**src/rtl/poly_mult_stream_ctrl_if.sv**
```systemverilog
// Coefficient-serial handshake bundle between a stream source/sink and the
// polynomial-multiplier stream controller.
interface poly_mult_stream_ctrl_if #(
  parameter int N = 4
);
  logic         in_valid;
  logic         in_ready;
  logic [N-1:0] in_data;
  logic         out_valid;
  logic         out_ready;
  logic [N-1:0] out_data;
  logic         out_last;

  modport master (
    output in_valid, in_data, out_ready,
    input  in_ready, out_valid, out_data, out_last
  );

  modport slave (
    input  in_valid, in_data, out_ready,
    output in_ready, out_valid, out_data, out_last
  );
endinterface

```
**src/rtl/poly_mult_stream_ctrl.sv**
```systemverilog
// Stream controller for a negacyclic polynomial multiplier array: loads operands
// a and b one coefficient at a time, waits LAT cycles, then streams the product.
module poly_mult_stream_ctrl #(
  parameter int D   = 4,
  parameter int N   = 4,
  parameter int LAT = 8
) (
  input  logic                   clk,
  input  logic                   rst,
  poly_mult_stream_ctrl_if.slave bus,
  output logic [D*N-1:0]         horz,
  output logic [D*N-1:0]         vert,
  input  logic [D*N-1:0]         p,
  output logic                   busy
);
  localparam int KW = $clog2(D) + 1;
  localparam int WW = $clog2(LAT) + 1;
  localparam logic [KW-1:0] K_LAST = KW'(D - 1);
  localparam logic [WW-1:0] W_LAST = WW'(LAT - 1);

  typedef enum logic [1:0] {LOAD_A, LOAD_B, RUN, DRAIN} state_e;

  state_e         state_q, state_d;
  logic [KW-1:0]  k_q, k_d;
  logic [WW-1:0]  wait_q, wait_d;
  logic [D*N-1:0] horz_q, horz_d;
  logic [D*N-1:0] vert_q, vert_d;
  logic [D*N-1:0] prod_q, prod_d;

  logic in_rdy, out_vld, in_xfer, out_xfer;

  // Handshake qualifiers are gated by rst so the ports read idle during reset.
  assign in_rdy   = ~rst & ((state_q == LOAD_A) || (state_q == LOAD_B));
  assign out_vld  = ~rst & (state_q == DRAIN);
  assign in_xfer  = in_rdy & bus.in_valid;
  assign out_xfer = out_vld & bus.out_ready;

  always_ff @(posedge clk or posedge rst) begin
    if (rst) begin
      state_q <= LOAD_A;
      k_q     <= '0;
      wait_q  <= '0;
      horz_q  <= '0;
      vert_q  <= '0;
      prod_q  <= '0;
    end else begin
      state_q <= state_d;
      k_q     <= k_d;
      wait_q  <= wait_d;
      horz_q  <= horz_d;
      vert_q  <= vert_d;
      prod_q  <= prod_d;
    end
  end

  always_comb begin
    state_d = state_q;
    k_d     = k_q;
    wait_d  = wait_q;
    horz_d  = horz_q;
    vert_d  = vert_q;
    prod_d  = prod_q;
    unique case (state_q)
      LOAD_A: begin
        // a[0] lands in the most-significant slice of horz.
        if (in_xfer) begin
          horz_d[N*(D-1-int'(k_q)) +: N] = bus.in_data;
          if (k_q == K_LAST) begin
            k_d     = '0;
            state_d = LOAD_B;
          end else begin
            k_d = k_q + 1'b1;
          end
        end
      end
      LOAD_B: begin
        if (in_xfer) begin
          vert_d[N*int'(k_q) +: N] = bus.in_data;
          if (k_q == K_LAST) begin
            k_d     = '0;
            wait_d  = '0;
            state_d = RUN;
          end else begin
            k_d = k_q + 1'b1;
          end
        end
      end
      RUN: begin
        if (wait_q == W_LAST) begin
          prod_d  = p;
          wait_d  = '0;
          state_d = DRAIN;
        end else begin
          wait_d = wait_q + 1'b1;
        end
      end
      DRAIN: begin
        if (out_xfer) begin
          if (k_q == K_LAST) begin
            k_d     = '0;
            state_d = LOAD_A;
          end else begin
            k_d = k_q + 1'b1;
          end
        end
      end
      default: begin
        state_d = LOAD_A;
        k_d     = '0;
        wait_d  = '0;
      end
    endcase
  end

  assign bus.in_ready  = in_rdy;
  assign bus.out_valid = out_vld;
  assign bus.out_data  = out_vld ? prod_q[N*int'(k_q) +: N] : '0;
  assign bus.out_last  = out_vld & (k_q == K_LAST);
  assign horz          = horz_q;
  assign vert          = vert_q;
  assign busy          = ~((state_q == LOAD_A) && (k_q == '0));
endmodule

```
**src/flat_wrapper.sv**
```systemverilog
// flat-port wrapper written by rule: the top's interface ports become plain ports
module poly_mult_stream_ctrl_flat 
#(
  parameter int D   = 4,
  parameter int N   = 4,
  parameter int LAT = 8
)
  (clk, rst, horz, vert, p, busy, bus_in_valid, bus_in_data, bus_out_ready, bus_in_ready, bus_out_valid, bus_out_data, bus_out_last);
  poly_mult_stream_ctrl_if #(.N(N)) bus_i ();
  input  logic clk;
  input  logic rst;
  output logic [D*N-1:0] horz;
  output logic [D*N-1:0] vert;
  input  logic [D*N-1:0] p;
  output logic busy;
  input wire logic [$bits(bus_i.in_valid)-1:0] bus_in_valid;
  input wire logic [$bits(bus_i.in_data)-1:0] bus_in_data;
  input wire logic [$bits(bus_i.out_ready)-1:0] bus_out_ready;
  output wire logic [$bits(bus_i.in_ready)-1:0] bus_in_ready;
  output wire logic [$bits(bus_i.out_valid)-1:0] bus_out_valid;
  output wire logic [$bits(bus_i.out_data)-1:0] bus_out_data;
  output wire logic [$bits(bus_i.out_last)-1:0] bus_out_last;
  assign bus_i.in_valid = bus_in_valid;
  assign bus_i.in_data = bus_in_data;
  assign bus_i.out_ready = bus_out_ready;
  assign bus_in_ready = bus_i.in_ready;
  assign bus_out_valid = bus_i.out_valid;
  assign bus_out_data = bus_i.out_data;
  assign bus_out_last = bus_i.out_last;
  poly_mult_stream_ctrl #(.D(D), .N(N), .LAT(LAT)) u_core (.clk(clk), .rst(rst), .bus(bus_i), .horz(horz), .vert(vert), .p(p), .busy(busy));
endmodule
```
**config.mk**
```make
export PLATFORM = sky130hd
export DESIGN_NAME = poly_mult_stream_ctrl_flat
export DESIGN_NICKNAME = d
export VERILOG_FILES = /design/src/rtl/poly_mult_stream_ctrl_if.sv /design/src/rtl/poly_mult_stream_ctrl.sv /design/src/flat_wrapper.sv
export SDC_FILE = /design/constraint.sdc
export NUM_CORES = 1
export LEC_CHECK = 0
export ABC_AREA = 1
export CELL_PAD_IN_SITES_DETAIL_PLACEMENT = 1
export CELL_PAD_IN_SITES_GLOBAL_PLACEMENT = 1
export CORE_MARGIN = 4
export CORE_UTILIZATION = 37
export DETAILED_ROUTE_END_ITERATION = 10
export HOLD_SLACK_MARGIN = 0.12
export PLACE_DENSITY = 0.91
export SYNTH_ARGS = -nofsm -noshare
export SYNTH_HDL_FRONTEND = slang
export SYNTH_SLANG_ARGS = --single-unit
```
**constraint.sdc**
```tcl
create_clock -name clk -period 2.65 [get_ports clk]
set_input_delay 0.3975 -clock clk [delete_from_list [all_inputs] [get_ports clk]]
set_output_delay 0.3975 -clock clk [all_outputs]
set_load 0.1 [all_outputs]
```
==> impl_metrics.tcl, run 1 <==
set metrics [dict create \
    ys_ff_latch 57 \
    die-width_um 99.9 \
    cts_tree "yes" \
    yosysUniqueCellTypes 25 \
    r2r_slack_ps 340 \
    hold_viol 0 \
    place_inst 583 \
    cts.path.max_buffers 2 \
    fmax_mhz 432 \
    drtIter0Drc 96 \
    finalNetCount 530 \
    fillers 1034 \
    grt_max_degree 58 \
    cp.required_ps 2930 \
    area_delta_synth_final_pct 31.3 \
    reg2reg_from "u_core.k_q[1]" \
    numCtsBuffers 9 \
    endpoint_kind "register" \
    seq_area_frac_synth_pct 45.6 \
    clock_latency_ps 340 \
    rows 33 \
    grt_pass1_vias 3160 \
    wl_per_cell_um 14.7 \
    hold_ws_ps 470 \
    irDropWorstVdd_v 0.000459 \
    dpl_cell_area_um2 3940 \
    dr_wl_met3_um 401 \
    min-delay-start "u_core.horz[11]" \
    worst_path_max_delay_cell "dfrtp_1" \
    worstReg2RegEnd "u_core.horz[7]" \
    critPathMaxFanout 7 \
    drt-total-wl_um 8750 \
    rsz0062_at_grt "false" \
    synth.most_common_cell "nand2_1" \
    drc 0 \
    gr-total-overflow 0 \
    synth_warnings 0 \
    numPortBuffers 63 \
    path_clk_slew_ps 60 \
    seq_area_um2 1430 \
    synthCells 419 \
    dr.pass1.iters 4 \
    cpMostUsedCell "nand2_1" \
    synth_commonest_cells "147 x nand2_1, 57 x dfrtp_1, 50 x inv_1" \
    grt_util_all_layers_pct 19.0 \
    instances_no_fill 597 \
    multiInputGateArea_um2 1520 \
    power.density_nw_per_um2 1120 \
    antenna_found_initial 0 \
    hpwlAfterDp_um 6760 \
    hp-class "register to register" \
    cts_hold_buf 0 \
    grt_pass1_wl_um 15100 \
    p_leak_nw 2.25 \
    topRoutingLayerUsed "met4" \
    root_buffer "clkbuf_8" \
    fin_crit_ps 2310 \
    synth.top_cell.area_share_pct 45.6 \
    ant_nets 0 \
    drv_slew 0 \
    fin_ws_ps 337 \
    wl_met2_um 4360 \
    start_kind "register" \
    async_flop_share_pct 100 \
    worstPathArrival_ps 2590 \
    ys_top_cells_by_area "dfrtp_1 46%, nand2_1 18%, ha_1 6.8%, inv_1 6.0%, nor2_1 5.9%" \
    die_y_um 99.9 \
    clock-sinks 57 \
    finalSetupViolCount 0 \
    start_util_pct 38.1 \
    core_um2 8220 \
    maxCapViolations 0 \
    status "finished, final reports clean" \
    io_pins 64 \
    vias_per_cell 4.87 \
    fin_setup_tns_ps 0 \
    drive_gt1_share_pct 15.7 \
    avgSynthCellArea_um2 7.47 \
    syn-cell-area_um2 3130 \
    fin_crit_sh_pct 87.3 \
    path_cells "inv_1 -> nor2_2 -> nand2_1 -> ha_1 -> inv_1 -> nand2_1 -> nor2_1 -> nand2_1 -> nor2_1 -> nand2_1 -> nand2_1" \
    skew_ps 13.1 \
    die_area_um2 9990 \
    slowest_delay_ps 480 \
    pre_cts_ws_ps 241 \
    yosysTopAreaCell "dfrtp_1" \
    synth-edff-count 0 \
    vias 2909 \
    whs_endpoint "u_core.horz[11]" \
    synthFlopType "dfrtp_1" \
    place_congestion 0.830 \
    wl_met1_um 3790 \
    htreeDepth 3 \
    worstMarginPinSlew_ps 737 \
    n_antenna_cell 0 \
    reg2reg_depth 11 \
    crit_type "register to register" \
    maxSlewHeadroom_pct 50.9 \
    design_area_um2 4110 \
    hold_depth 2 \
    cts_setup_buffers 0 \
    syn_nets 460 \
]
==> how the worst max path moves through the flow <==
| stage | from | to | slack (ps) | cells past startpoint |
|---|---|---|---|---|
| 2_1_floorplan | rst | u_core.vert[10] | 120 | 6 |
| 3_3_place_gp | u_core.k_q[1] | u_core.horz[4] | 470 | 11 |
| 3_5_place_dp | u_core.k_q[1] | u_core.horz[7] | 240 | 11 |
| 4_1_cts | u_core.k_q[1] | u_core.horz[7] | 220 | 11 |
| 5_1_grt | u_core.k_q[1] | u_core.horz[7] | 130 | 11 |
| 6_report | u_core.k_q[1] | u_core.horz[7] | 340 | 11 |
==> logic make-up (layout without fill, tap and decap cells) <==
logic type / after synthesis / in the layout / synth area share, %
simple gates: 247 / 247 / 33.2
flops: 57 / 57 / 45.6
buf+inv: 61 / 134 / 7.80
fa+ha+maj: 17 / 17 / 6.80
compound gates: 37 / 37 / 6.56
==> report_power, final <==
part / internal (W) / switching, W
sequential: 0.00103 / 0.000125
clock: 0.000376 / 0.000337
combinational: 0.000668 / 0.00207
==> metrics by stage <==
stage          util [%]  total power [W]
2_1_floorplan         -          0.00320
3_3_place_gp       47.9          0.00383
3_5_place_dp       47.9          0.00391
4_1_cts            49.9          0.00465
5_1_grt            50.0          0.00491
6_report           50.0          0.00460
==> cell usage in the layout, fill, tap and decap left out <==
cell	count
clkinv_2	2
or2_1	1
clkinvlp_4	1
o21a_1	4
nand2_1	147
a21oi_1	4
o211ai_1	4
nand4_2	1
nand2_2	3
buf_4	36
nor2_4	3
nand3b_1	4
nand3_1	34
o21ai_0	21
dfrtp_1	57
nand3_2	1
clkbuf_8	11
nor3_1	2
a21oi_4	4
inv_2	4
ha_1	17
clkdlybuf4s50_1	23
nor2_1	46
buf_12	8
nand4_1	2
nor3_4	1
nor2_2	2
inv_1	49
==> final cells by class <==
type / count / share of cell area (%)
Clock buffer: 11 / 3.69
Clock inverter: 3 / 0.427
Inverter: 53 / 4.84
Timing Repair Buffer: 67 / 16.1
Tap cell: 105 / 3.20
Multi-Input combinational cell: 301 / 37.0
Sequential cell: 57 / 34.7
==> per-layer routing <==
layer  track usage, %  vias up
li1                 -     1441
met1             22.8     1381
met2             33.4       67
met3             3.34       20
met4             7.98        0
met5                0        -
==> worst max-delay path, delay by kind of cell, from the launching register on <==
kind | cells | cell delay (ps)
adders and majority gates | 1 | 390
and+or+nand+nor | 8 | 1170
DFF | 1 | 480
buffers and inverters | 2 | 230
==> flip-flops by register name (all words and copies together) (netlist names) <==
| name | cells |
|---|---|
| u_core.state_q | 2 |
| u_core.prod_q | 16 |
| u_core.wait_q | 4 |
| u_core.k_q | 3 |
| u_core.horz | 16 |
| u_core.vert | 16 |
==> what timing repair did <==
item,4_1_cts,5_1_grt
gates resized for setup,0,1
endpoints found under the setup margin,0,2
hold endpoints to repair,0,0
Power figures use the tool's default switching activity.
==> run 2: changes to the inputs <==
GPL_ROUTABILITY_DRIVEN = 0   (was default)
==> results of run 2 <==
The final DEF is identical to that of run 1; final timing and power are the same.
==> run 3: changes to the inputs <==
PLACE_DENSITY = 0.85   (was 0.91)
==> run 3 against run 2 <==
Net effect:
- clock skew shrank 6.9 ps
- combinational power hardly changed
- total power is 1.6% higher
- first-iteration DRC count down 4.2%
- hold slack gained 7.1 ps
- clock power rose by 9.3%
- clock-buffer cell count down 1
- critical path depth unchanged
- register-to-register slack got worse by 50 ps
- sequential share of layout area down 0.12 points
==> impl_metrics.tcl, run 3 (same netlist as run 1, synthesis figures left out) <==
set metrics [dict create \
    vias 2900 \
    area_delta_synth_final_pct 31.7 \
    core_um2 8220 \
    cpLargestDelayFamily "simple AND/OR/NAND/NOR gates" \
    grt_pass1_wl_um 14800 \
    endpoint_kind "register" \
    clock-sinks 57 \
    die-width_um 99.9 \
    path_clk_slew_ps 60 \
    design_area_um2 4120 \
    io_pins 64 \
    die_y_um 99.9 \
    cts_setup_buffers 0 \
    seq_area_um2 1430 \
    root_buffer "clkbuf_8" \
    hold_viol 0 \
    dpl_cell_area_um2 3940 \
    pre_cts_ws_ps 242 \
    numPortBuffers 63 \
    grt_max_degree 58 \
    skew_ps 6.17 \
    fillers 1025 \
    vias_per_cell 4.86 \
    drtIter0Drc 92 \
    fin_crit_ps 2360 \
    crit_type "register to register" \
    grt_pass1_vias 3190 \
    cts_tree "yes" \
    critPathMaxFanout 7 \
    final_common_cell "nand2_1" \
    n_antenna_cell 0 \
    drive_gt1_share_pct 15.7 \
    antenna_found_initial 0 \
    rows 33 \
    fin_setup_tns_ps 0 \
    grt_util_all_layers_pct 18.4 \
    dr.pass1.iters 4 \
    fin_crit_sh_pct 89.1 \
    hpwlAfterDp_um 6660 \
    finalNetCount 530 \
    cp.required_ps 2920 \
    drv_slew 0 \
    hp-class "register to register" \
    htreeDepth 3 \
    path_buf_inv 2 \
    fmax_mhz 424 \
    worst_path_max_delay_cell "dfrtp_1" \
    die_area_um2 9990 \
    start_util_pct 38.1 \
    status "finished, final reports clean" \
    worstMarginPinSlew_ps 718 \
    numCtsBuffers 9 \
    cts.path.max_buffers 2 \
    fin_ws_ps 289 \
    slowest_delay_ps 490 \
    maxSlewHeadroom_pct 52.2 \
    power.density_nw_per_um2 1140 \
    rsz0062_at_grt "false" \
    irDropWorstVdd_v 0.000365 \
    path_cells "inv_1 -> nor2_2 -> nand2_1 -> ha_1 -> inv_1 -> nand2_1 -> nor2_1 -> nand2_1 -> nor2_1 -> nand2_1 -> nand2_1" \
    cts_hold_buf 0 \
    wl_per_cell_um 14.4 \
    multiInputGateArea_um2 1520 \
    ant_nets 0 \
    cpMostUsedCell "nand2_1" \
    clock_latency_ps 340 \
    drc 0 \
    mostFrequentLayoutCells "147 x nand2_1, 57 x dfrtp_1, 49 x inv_1" \
    worstPathArrival_ps 2630 \
    drt-total-wl_um 8590 \
    finalSetupViolCount 0 \
    p_leak_nw 2.26 \
    start_kind "register" \
    gr-total-overflow 0 \
    maxCapViolations 0 \
]
==> run 3: worst paths after layout <==
| kind | start | end | slack (ps) | cells after the start |
|---|---|---|---|---|
| setup / recovery | u_core.k_q[1] | u_core.horz[5] | 290 | 11 |
| max in group asynchronous | rst | u_core.vert[15] | 1330 | 3 |
| hold reg to reg | u_core.vert[12] | u_core.vert[12] | 480 | 2 |
| min in group asynchronous | rst | u_core.vert[1] | 830 | 3 |
| hold / removal | u_core.vert[12] | u_core.vert[12] | 480 | 2 |
| setup reg to reg | u_core.k_q[1] | u_core.horz[5] | 290 | 11 |
==> run 3: what timing repair did <==
item	in CTS	in global routing
setup endpoints to repair	0	4
endpoints found under the hold margin	0	0
gates resized for setup	0	1
==> run 3: area by class of cell <==
cell class / count / share of cell area, %
timing repair buffer: 67 / 16.0
multi-input combinational: 301 / 36.9
inverter: 53 / 4.83
clock buffer: 10 / 3.34
tap: 105 / 3.19
sequential: 57 / 34.6
clock inverter: 4 / 1.09
==> run 3: worst min-delay path, cell delays in order, from the launching register on <==
cell and delay [ps]:
dfrtp_1 340, nand2_1 60, nand2_1 50
==> run 3: report_power, final <==
part / leakage [nW] / internal (W) / switching (W)
clock: 0.0978 / 0.000444 / 0.000335
sequential: 0.713 / 0.00103 / 0.000129
combinational: 1.45 / 0.000666 / 0.00208
==> run 3: stage by stage <==
stage / total power (W) / hold slack (ps) / util [%] / instances
final: 0.00468 / 477 / 50.1 / 597
after floorplan: 0.00320 / 448 / - / 419
after global placement: 0.00383 / 458 / 47.9 / 583
after CTS: 0.00471 / 482 / 50.1 / 597
after global routing: 0.00498 / 504 / 50.1 / 597
after detailed placement: 0.00392 / 468 / 47.9 / 583
==> run 3: metal layers <==
metal | up-vias | global-route usage [%] | share of wire (%)
met5 | - | 0 | 0
met4 | 0 | 6.62 | 2.2
met3 | 19 | 4.79 | 5.2
met2 | 70 | 31.0 | 48
met1 | 1365 | 22.6 | 45
li1 | 1446 | - | -
